--- src/rtl/cp0_unit_if.sv ---
// Controller-side bus for the CP0 unit: register access, exception strobes,
// interrupt lines and the EPC/interrupt/read-data returns.
interface cp0_unit_if;
    localparam int unsigned XLEN = 32;
    localparam int unsigned SELW = 5;
    localparam int unsigned IRQW = 6;

    logic [XLEN-1:0] pc;
    logic [XLEN-1:0] din;
    logic [SELW-1:0] sel;
    logic            we;
    logic            exlset;
    logic            exlclr;
    logic [IRQW-1:0] hwint;
    logic            int_req;
    logic [XLEN-1:0] epc;
    logic [XLEN-1:0] dout;

    modport master (
        output pc, din, sel, we, exlset, exlclr, hwint,
        input  int_req, epc, dout
    );

    modport slave (
        input  pc, din, sel, we, exlset, exlclr, hwint,
        output int_req, epc, dout
    );
endinterface

--- src/rtl/cp0_unit.sv ---
// CP0 coprocessor: SR/Cause/EPC/PrID with exception entry/return and interrupt request.
// Optional Count/Compare timer is built when CP0_TIMER_EN is defined.
module cp0_unit (
    input  logic        clk,
    input  logic        rst,
    cp0_unit_if.slave   cp0
);
    localparam int unsigned XLEN = 32;
    localparam int unsigned IRQW = 6;

    localparam logic [4:0] SEL_COUNT   = 5'd9;
    localparam logic [4:0] SEL_COMPARE = 5'd11;
    localparam logic [4:0] SEL_SR      = 5'd12;
    localparam logic [4:0] SEL_CAUSE   = 5'd13;
    localparam logic [4:0] SEL_EPC     = 5'd14;
    localparam logic [4:0] SEL_PRID    = 5'd15;

    localparam logic [XLEN-1:0] PRID_VAL = 32'h4D49_5053;

    logic [IRQW-1:0] r_im;
    logic [IRQW-1:0] r_ip;
    logic            r_exl;
    logic            r_ie;
    logic [XLEN-1:0] r_epc;

    logic            w_wr;
    logic            w_wr_sr;
    logic            w_wr_epc;
    logic            w_ti;
    logic [XLEN-1:0] w_sr;
    logic [XLEN-1:0] w_cause;
    logic            w_unused;

    // Exception entry blocks the register write carried in the same cycle
    assign w_wr     = cp0.we & ~cp0.exlset;
    assign w_wr_sr  = w_wr & (cp0.sel == SEL_SR);
    assign w_wr_epc = w_wr & (cp0.sel == SEL_EPC);
    assign w_unused = &{1'b0, cp0.pc[1:0]};

    always_ff @(posedge clk or negedge rst) begin
        if (!rst) begin
            r_exl <= 1'b0;
            r_ie  <= 1'b0;
            r_im  <= '0;
        end else begin
            if (cp0.exlset) begin
                r_exl <= 1'b1;
            end else if (cp0.exlclr) begin
                r_exl <= 1'b0;
            end else if (w_wr_sr) begin
                r_exl <= cp0.din[1];
            end
            if (w_wr_sr) begin
                r_im <= cp0.din[15:10];
                r_ie <= cp0.din[0];
            end
        end
    end

    always_ff @(posedge clk or negedge rst) begin
        if (!rst) begin
            r_epc <= '0;
        end else if (cp0.exlset) begin
            r_epc <= {cp0.pc[XLEN-1:2], 2'b00};
        end else if (w_wr_epc) begin
            r_epc <= {cp0.din[XLEN-1:2], 2'b00};
        end
    end

    // Pending bits resample the lines every clock; the timer shares the top line
    always_ff @(posedge clk or negedge rst) begin
        if (!rst) begin
            r_ip <= '0;
        end else begin
            r_ip <= {cp0.hwint[IRQW-1] | w_ti, cp0.hwint[IRQW-2:0]};
        end
    end

`ifdef CP0_TIMER_EN
    logic [XLEN-1:0] r_count;
    logic [XLEN-1:0] r_compare;
    logic            r_ti;
    logic            w_wr_count;
    logic            w_wr_compare;

    assign w_wr_count   = w_wr & (cp0.sel == SEL_COUNT);
    assign w_wr_compare = w_wr & (cp0.sel == SEL_COMPARE);
    assign w_ti         = r_ti;

    always_ff @(posedge clk or negedge rst) begin
        if (!rst) begin
            r_count   <= '0;
            r_compare <= '0;
            r_ti      <= 1'b0;
        end else begin
            if (w_wr_count) begin
                r_count <= cp0.din;
            end else begin
                r_count <= r_count + XLEN'(1);
            end
            // A Compare write clears TI even when the match fires on the same edge
            if (w_wr_compare) begin
                r_compare <= cp0.din;
                r_ti      <= 1'b0;
            end else if ((r_count == r_compare) && (r_compare != '0)) begin
                r_ti      <= 1'b1;
            end
        end
    end
`else
    assign w_ti = 1'b0;
`endif

    assign w_sr    = {16'b0, r_im, 8'b0, r_exl, r_ie};
    assign w_cause = {16'b0, r_ip, 10'b0};

    assign cp0.int_req = (|(r_ip & r_im)) & r_ie & ~r_exl;
    assign cp0.epc     = r_epc;

    always_comb begin
        cp0.dout = '0;
        case (cp0.sel)
`ifdef CP0_TIMER_EN
            SEL_COUNT:   cp0.dout = r_count;
            SEL_COMPARE: cp0.dout = r_compare;
`endif
            SEL_SR:      cp0.dout = w_sr;
            SEL_CAUSE:   cp0.dout = w_cause;
            SEL_EPC:     cp0.dout = r_epc;
            SEL_PRID:    cp0.dout = PRID_VAL;
            default:     cp0.dout = '0;
        endcase
    end
endmodule

--- src/flat_wrapper.sv ---
// flat-port wrapper written by rule: the top's interface ports become plain ports
module cp0_unit_flat 
  (clk, rst, cp0_pc, cp0_din, cp0_sel, cp0_we, cp0_exlset, cp0_exlclr, cp0_hwint, cp0_int_req, cp0_epc, cp0_dout);
  cp0_unit_if cp0_i ();
  input  logic clk;
  input  logic rst;
  input wire logic [$bits(cp0_i.pc)-1:0] cp0_pc;
  input wire logic [$bits(cp0_i.din)-1:0] cp0_din;
  input wire logic [$bits(cp0_i.sel)-1:0] cp0_sel;
  input wire logic [$bits(cp0_i.we)-1:0] cp0_we;
  input wire logic [$bits(cp0_i.exlset)-1:0] cp0_exlset;
  input wire logic [$bits(cp0_i.exlclr)-1:0] cp0_exlclr;
  input wire logic [$bits(cp0_i.hwint)-1:0] cp0_hwint;
  output wire logic [$bits(cp0_i.int_req)-1:0] cp0_int_req;
  output wire logic [$bits(cp0_i.epc)-1:0] cp0_epc;
  output wire logic [$bits(cp0_i.dout)-1:0] cp0_dout;
  assign cp0_i.pc = cp0_pc;
  assign cp0_i.din = cp0_din;
  assign cp0_i.sel = cp0_sel;
  assign cp0_i.we = cp0_we;
  assign cp0_i.exlset = cp0_exlset;
  assign cp0_i.exlclr = cp0_exlclr;
  assign cp0_i.hwint = cp0_hwint;
  assign cp0_int_req = cp0_i.int_req;
  assign cp0_epc = cp0_i.epc;
  assign cp0_dout = cp0_i.dout;
  cp0_unit u_core (.clk(clk), .rst(rst), .cp0(cp0_i));
endmodule
--- config.mk ---
export PLATFORM = sky130hd
export DESIGN_NAME = cp0_unit_flat
export DESIGN_NICKNAME = d
export VERILOG_FILES = /design/src/rtl/cp0_unit_if.sv /design/src/rtl/cp0_unit.sv /design/src/flat_wrapper.sv
export SDC_FILE = /design/constraint.sdc
export NUM_CORES = 1
export LEC_CHECK = 0
export BUFFER_PORTS_ARGS = -buffer_cell sky130_fd_sc_hd__buf_2
export CAP_MARGIN = 30
export CORE_MARGIN = 1.5
export CORE_UTILIZATION = 51
export DETAILED_ROUTE_END_ITERATION = 6
export PLACE_DENSITY = 0.87
export SYNTH_ARGS = -nofsm -noshare
export SYNTH_HDL_FRONTEND = slang
export SYNTH_SLANG_ARGS = --single-unit
--- constraint.sdc ---
create_clock -name clk -period 1.3 [get_ports clk]
set_input_delay 0.065 -clock clk [delete_from_list [all_inputs] [get_ports clk]]
set_output_delay 0.065 -clock clk [all_outputs]
set_load 0.01 [all_outputs]
Word-level counts from Yosys, hierarchy flattened --
Index checks and enable logic that the tools add are counted.
Operators by class: reduce and logical (&&, ||, !) cells 3, muxes and demuxes 6, bitwise logic cells 8, equality and inequality tests 4
Operators by type and width (count):
- $pmux 32 s4 | 1
- $mux 32 | 2
- $eq 5x4->1 const B | 4
- $and 6x6->6 | 1
- $reduce_or 6->1 | 1
- $and 1x1->1 | 5
- $mux 1 | 3
- $reduce_bool 3->1 | 1
- $not 1->1 | 2
- $reduce_bool 2->1 | 1
Word-level totals: register bits 46, output and inout port bits 65, bits of input ports 80

Longest topological paths before layout --
depth after elaboration 6, mapped depth 5, depth with buffers taken out 3

Worst setup path before layout --
Ideal clock, no wire load.
path type input -> register, from input cp0_exlset, to register u_core.r_epc[21], in the netlist u_core.cp0.epc[21], buffers on the path 2, setup slack 232 ps, stages on the path 4, library setup time 138 ps, data arrival time 930 ps, cell sequence buf_2 buf_2 nand4b_1 o311ai_4
Between the ends: longest elaborated chain between the ends 4
RTL lines:
- from (decl) | line flat_wrapper.sv:11 | input wire logic [$bits(cp0_i.exlset)-1:0] cp0_exlset;
- $not 1->1 | line cp0_unit.sv:35 | assign w_wr = cp0.we & ~cp0.exlset;
- $and 1x1->1 | line cp0_unit.sv:35
- $and 1x1->1 | line cp0_unit.sv:37 | assign w_wr_epc = w_wr & (cp0.sel == SEL_EPC);
- $reduce_bool 2->1 (no line)
- to (signal assigned) | line cp0_unit.sv:64 | r_epc <= {cp0.pc[XLEN-1:2], 2'b00};
- to (signal assigned) | line cp0_unit.sv:66 | r_epc <= {cp0.din[XLEN-1:2], 2'b00};
- to (decl) | line cp0_unit.sv:24 | logic [XLEN-1:0] r_epc;
Several ways; a longest one is shown, not always the timed one. A chain may end at the register's enable or synchronous reset.

Final worst setup path --
from register u_core.r_im[0], to output cp0_int_req
Between the ends: longest elaborated chain between the ends 4
RTL lines:
- from (decl) | line cp0_unit.sv:20 | logic [IRQW-1:0] r_im;
- from (signal assigned) | line cp0_unit.sv:54 | r_im <= cp0.din[15:10];
- $and 6x6->6 | line cp0_unit.sv:117 | assign cp0.int_req = (|(r_ip & r_im)) & r_ie & ~r_exl;
- $reduce_or 6->1 | line cp0_unit.sv:117
- $and 1x1->1 (2 in series) | line cp0_unit.sv:117
- to (decl) | line flat_wrapper.sv:14 | output wire logic [$bits(cp0_i.int_req)-1:0] cp0_int_req;
Every way passes these cells.

==> summary.txt <==
Outcome
  – Status: finished, violations left
  – Failing checks: negative setup slack

Pwr
  – Switching share of power: 30.5%
  – Leak pwr: 2.06 nW
  – Maximum VDD drop: 0.000717 V
  – Clk pwr share: 29.6%
  – PD cells: 874 mW/mm^2
  – Seq pwr share: 43.2%
  – Int Pwr: 0.00257 W
  – NetSw: 0.00113 W
  – Comb power frac: 27.2%

Finish
  – Share of post-route cells with drive strength above 1: 55.5%
  – P&R area growth vs syn: 39.0%
  – # fillers: 389
  – Area of the multi-input gates: 0.00175 mm^2
  – Antenna diodes: 0
  – Final std cells w/o fill: 490
  – Reg area: 0.00110 mm^2
  – Final instance area: 0.00423 mm^2
  – Final Net Count: 497

Logic synthesis
  – Asr flop ratio synth: 100%
  – Mapped Area: 0.00304 mm^2
  – Synthesis Warnings: 0
  – Most frequent cell after synthesis: dfrtp_1
  – Number of flops mapped to enable cells by yosys: 0
  – Post-synth top area share: 36.2%
  – Yosys cell types: 31
  – Most used flip-flop cell after synthesis: dfrtp_1
  – Register bit count reported by yosys: 44
  – Register area share after synthesis: 36.2%
  – Most instantiated cells after synthesis: dfrtp_1 (44), inv_1 (32), nand2_1 (31)
  – Yosys top cell by area: dfrtp_1
  – Largest cells by area after synthesis: dfrtp_1 (36%), o311ai_4 (26%), nand4b_1 (8.6%)
  – Syn_area_per_cell: 11.6 um^2
  – Mapped Cells: 263

Floorplanning
  – Core Rows: 27
  – Ports: 145
  – Initial Utilization: 54.0%
  – Core ar.: 0.00564 mm^2
  – Die area: 0.00644 mm^2
  – Die W: 80.3 um
  – Die height: 80.3 um

GRT
  – Pin count of the biggest net entering global routing: 34
  – Initial antenna violation count: 0
  – First-pass GRT wire length: 13,200 um
  – GRT overflow: 0
  – Tot GR Track Use: 26.9%
  – Vias in the first global route: 2,709

Timing
  – Hold Violations, Final: 0
  – RSZ-0062 raised after global routing: true
  – Fmax: 0.749 GHz
  – Worst Skew: 0 ns
  – Max Slew Vio Count: 0
  – Slew margin rel.: 66.5%
  – Final TNS setup: -0.0412 ns
  – Count of final setup violators: 2
  – Final period util: 103%
  – Setup WS post-layout: -0.0349 ns
  – Worst slew pin tran: 0.502 ns
  – Final hold slack: 0.0138 ns
  – Post-layout min period: 1.33 ns

Setup path
  – Startpoint types: flip-flop
  – Worst EP arrival: 1.27 ns
  – Worst endpoint required time: 1.24 ns
  – Worst setup EP type: output port
  – Kind of critical path: flip-flop to output port
  – Critical path peak fanout: 3

Clock network
  – Worst skew pair latency: 0.30 ns
  – Cts bufs inserted: 5
  – Longest Clk Path Bufs: 2
  – Htree depth: 2
  – Clock-pin slew on the worst setup and hold paths: 0.10 ns
  – CTS tree: built
  – Root buffer cell: clkbuf_8
  – TritonCTS Sinks: 44

Routing
  – Remaining DRCs: 0
  – Antenna-violating nets left: 0
  – First-pass DRT Iterations: 4
  – Total wire length: 8950 um
  – Wire length per cell: 18.3 um
  – First-iteration detailed-routing DRC count: 209
  – Vias per std cell: 5.77
  – Vias post-DR: 2,825

Job
  – Max-Cap Viols: 0

Place
  – Placed Area: 0.00392 mm^2
  – Port Buf Inserts: 140
  – Placer Congestion: 0.948
  – Placed wire-length estimate: 6470 um
  – Dpl cells: 470

Hold path
  – Worst hold path type: input pin to flip-flop
## path summary, 6_finish.rpt
path | from | end | slack [ns] | cells after the start
worst max-delay path | u_core.r_im[0] | cp0_int_req | -0.03 | 3
worst max register to register | u_core.cp0.epc[14] | u_core.cp0.epc[14] | 0.40 | 3
min in group asynchronous | rst | u_core.cp0.epc[23] | 0.25 | 2
worst min register to register | u_core.r_im[5] | u_core.r_im[5] | 0.56 | 1
worst min-delay path | cp0_din[15] | u_core.r_im[5] | 0.01 | 2
max in group asynchronous | rst | u_core.cp0.epc[18] | 0.51 | 3
## repair_timing
action,in CTS,in global routing
hold endpoints to repair,25,0
resized for setup,1,15
pin swaps,2,6
setup buffers,1,3
hold buffers,8,0
setup endpoints to repair,5,28
## logic make-up after synthesis
logic type,after synthesis,synth area share (%)
multiplexers,7,2.59
buffers and inverters,61,9.04
AO/OA/AOI/OAI,54,32.1
other,1,0.123
flip-flops,44,36.2
AND/OR/NAND/NOR,96,20.0
## metrics by stage
stage	power (W)	setup slack (ns)	util [%]
finish	0.00370	-0.0349	75.0
global route	0.00386	-0.0857	75.0
CTS	0.00368	-0.0135	73.3
detailed placement	0.00256	0.000461	69.5
global placement	0.00253	0.0836	69.5
floorplan	0.00217	0.232	-
## layer usage
metal,up-vias,GRT usage [%],part of all wire (%)
li1,1288,-,-
met1,1382,33.3,39
met2,143,47.3,52
met3,12,4.66,6.7
met4,0,8.10,1.4
met5,-,0,0
## area by class of cell
class / count / share of cell area, %
Sequential cell: 44 / 26.0
Inverter: 32 / 2.84
Tap cell: 72 / 2.13
Multi-Input combinational cell: 159 / 41.4
Timing Repair Buffer: 175 / 24.9
Clock inverter: 3 / 1.09
Clock buffer: 5 / 1.63
## sequential cells by signal, indices dropped and copies added, names as in the netlist
| name | count |
|---|---|
| u_core.cp0.epc | 30 |
| u_core.r_im | 6 |
| u_core.r_ip | 6 |
| u_core.r_exl | 1 |
| u_core.r_ie | 1 |
## power groups by stage
stage	logic, W	clock network (W)	registers (W)
2_1_floorplan	0.000530	0	0.00164
3_3_place_gp	0.000917	0	0.00161
3_5_place_dp	0.000943	0	0.00162
4_1_cts	0.000972	0.00111	0.00159
5_1_grt	0.00108	0.00117	0.00161
6_report	0.00101	0.00110	0.00160
## placed cells by master (no fill, tap or decap), types with 2 or more instances in the layout
| master | count |
|---|---|
| nor4_2 | 12 |
| and3_1 | 5 |
| buf_2 | 138 |
| dlygate4sd3_1 | 8 |
| a21o_1 | 13 |
| a22oi_1 | 3 |
| o311ai_4 | 30 |
| conb_1 | 2 |
| buf_12 | 5 |
| nand2_1 | 31 |
| a221o_1 | 4 |
| dfrtp_1 | 44 |
| clkbuf_8 | 5 |
| nor2_1 | 2 |
| nor4_1 | 6 |
| buf_4 | 23 |
| inv_1 | 31 |
| nand4b_1 | 30 |
| mux2_2 | 7 |
## critical path, stage by stage, from the launching register on
cell and delay, ns:
dfrtp_1 0.40, a22oi_1 0.10, a311oi_1 0.28, buf_2 0.18
Power figures use the tool's default switching activity.
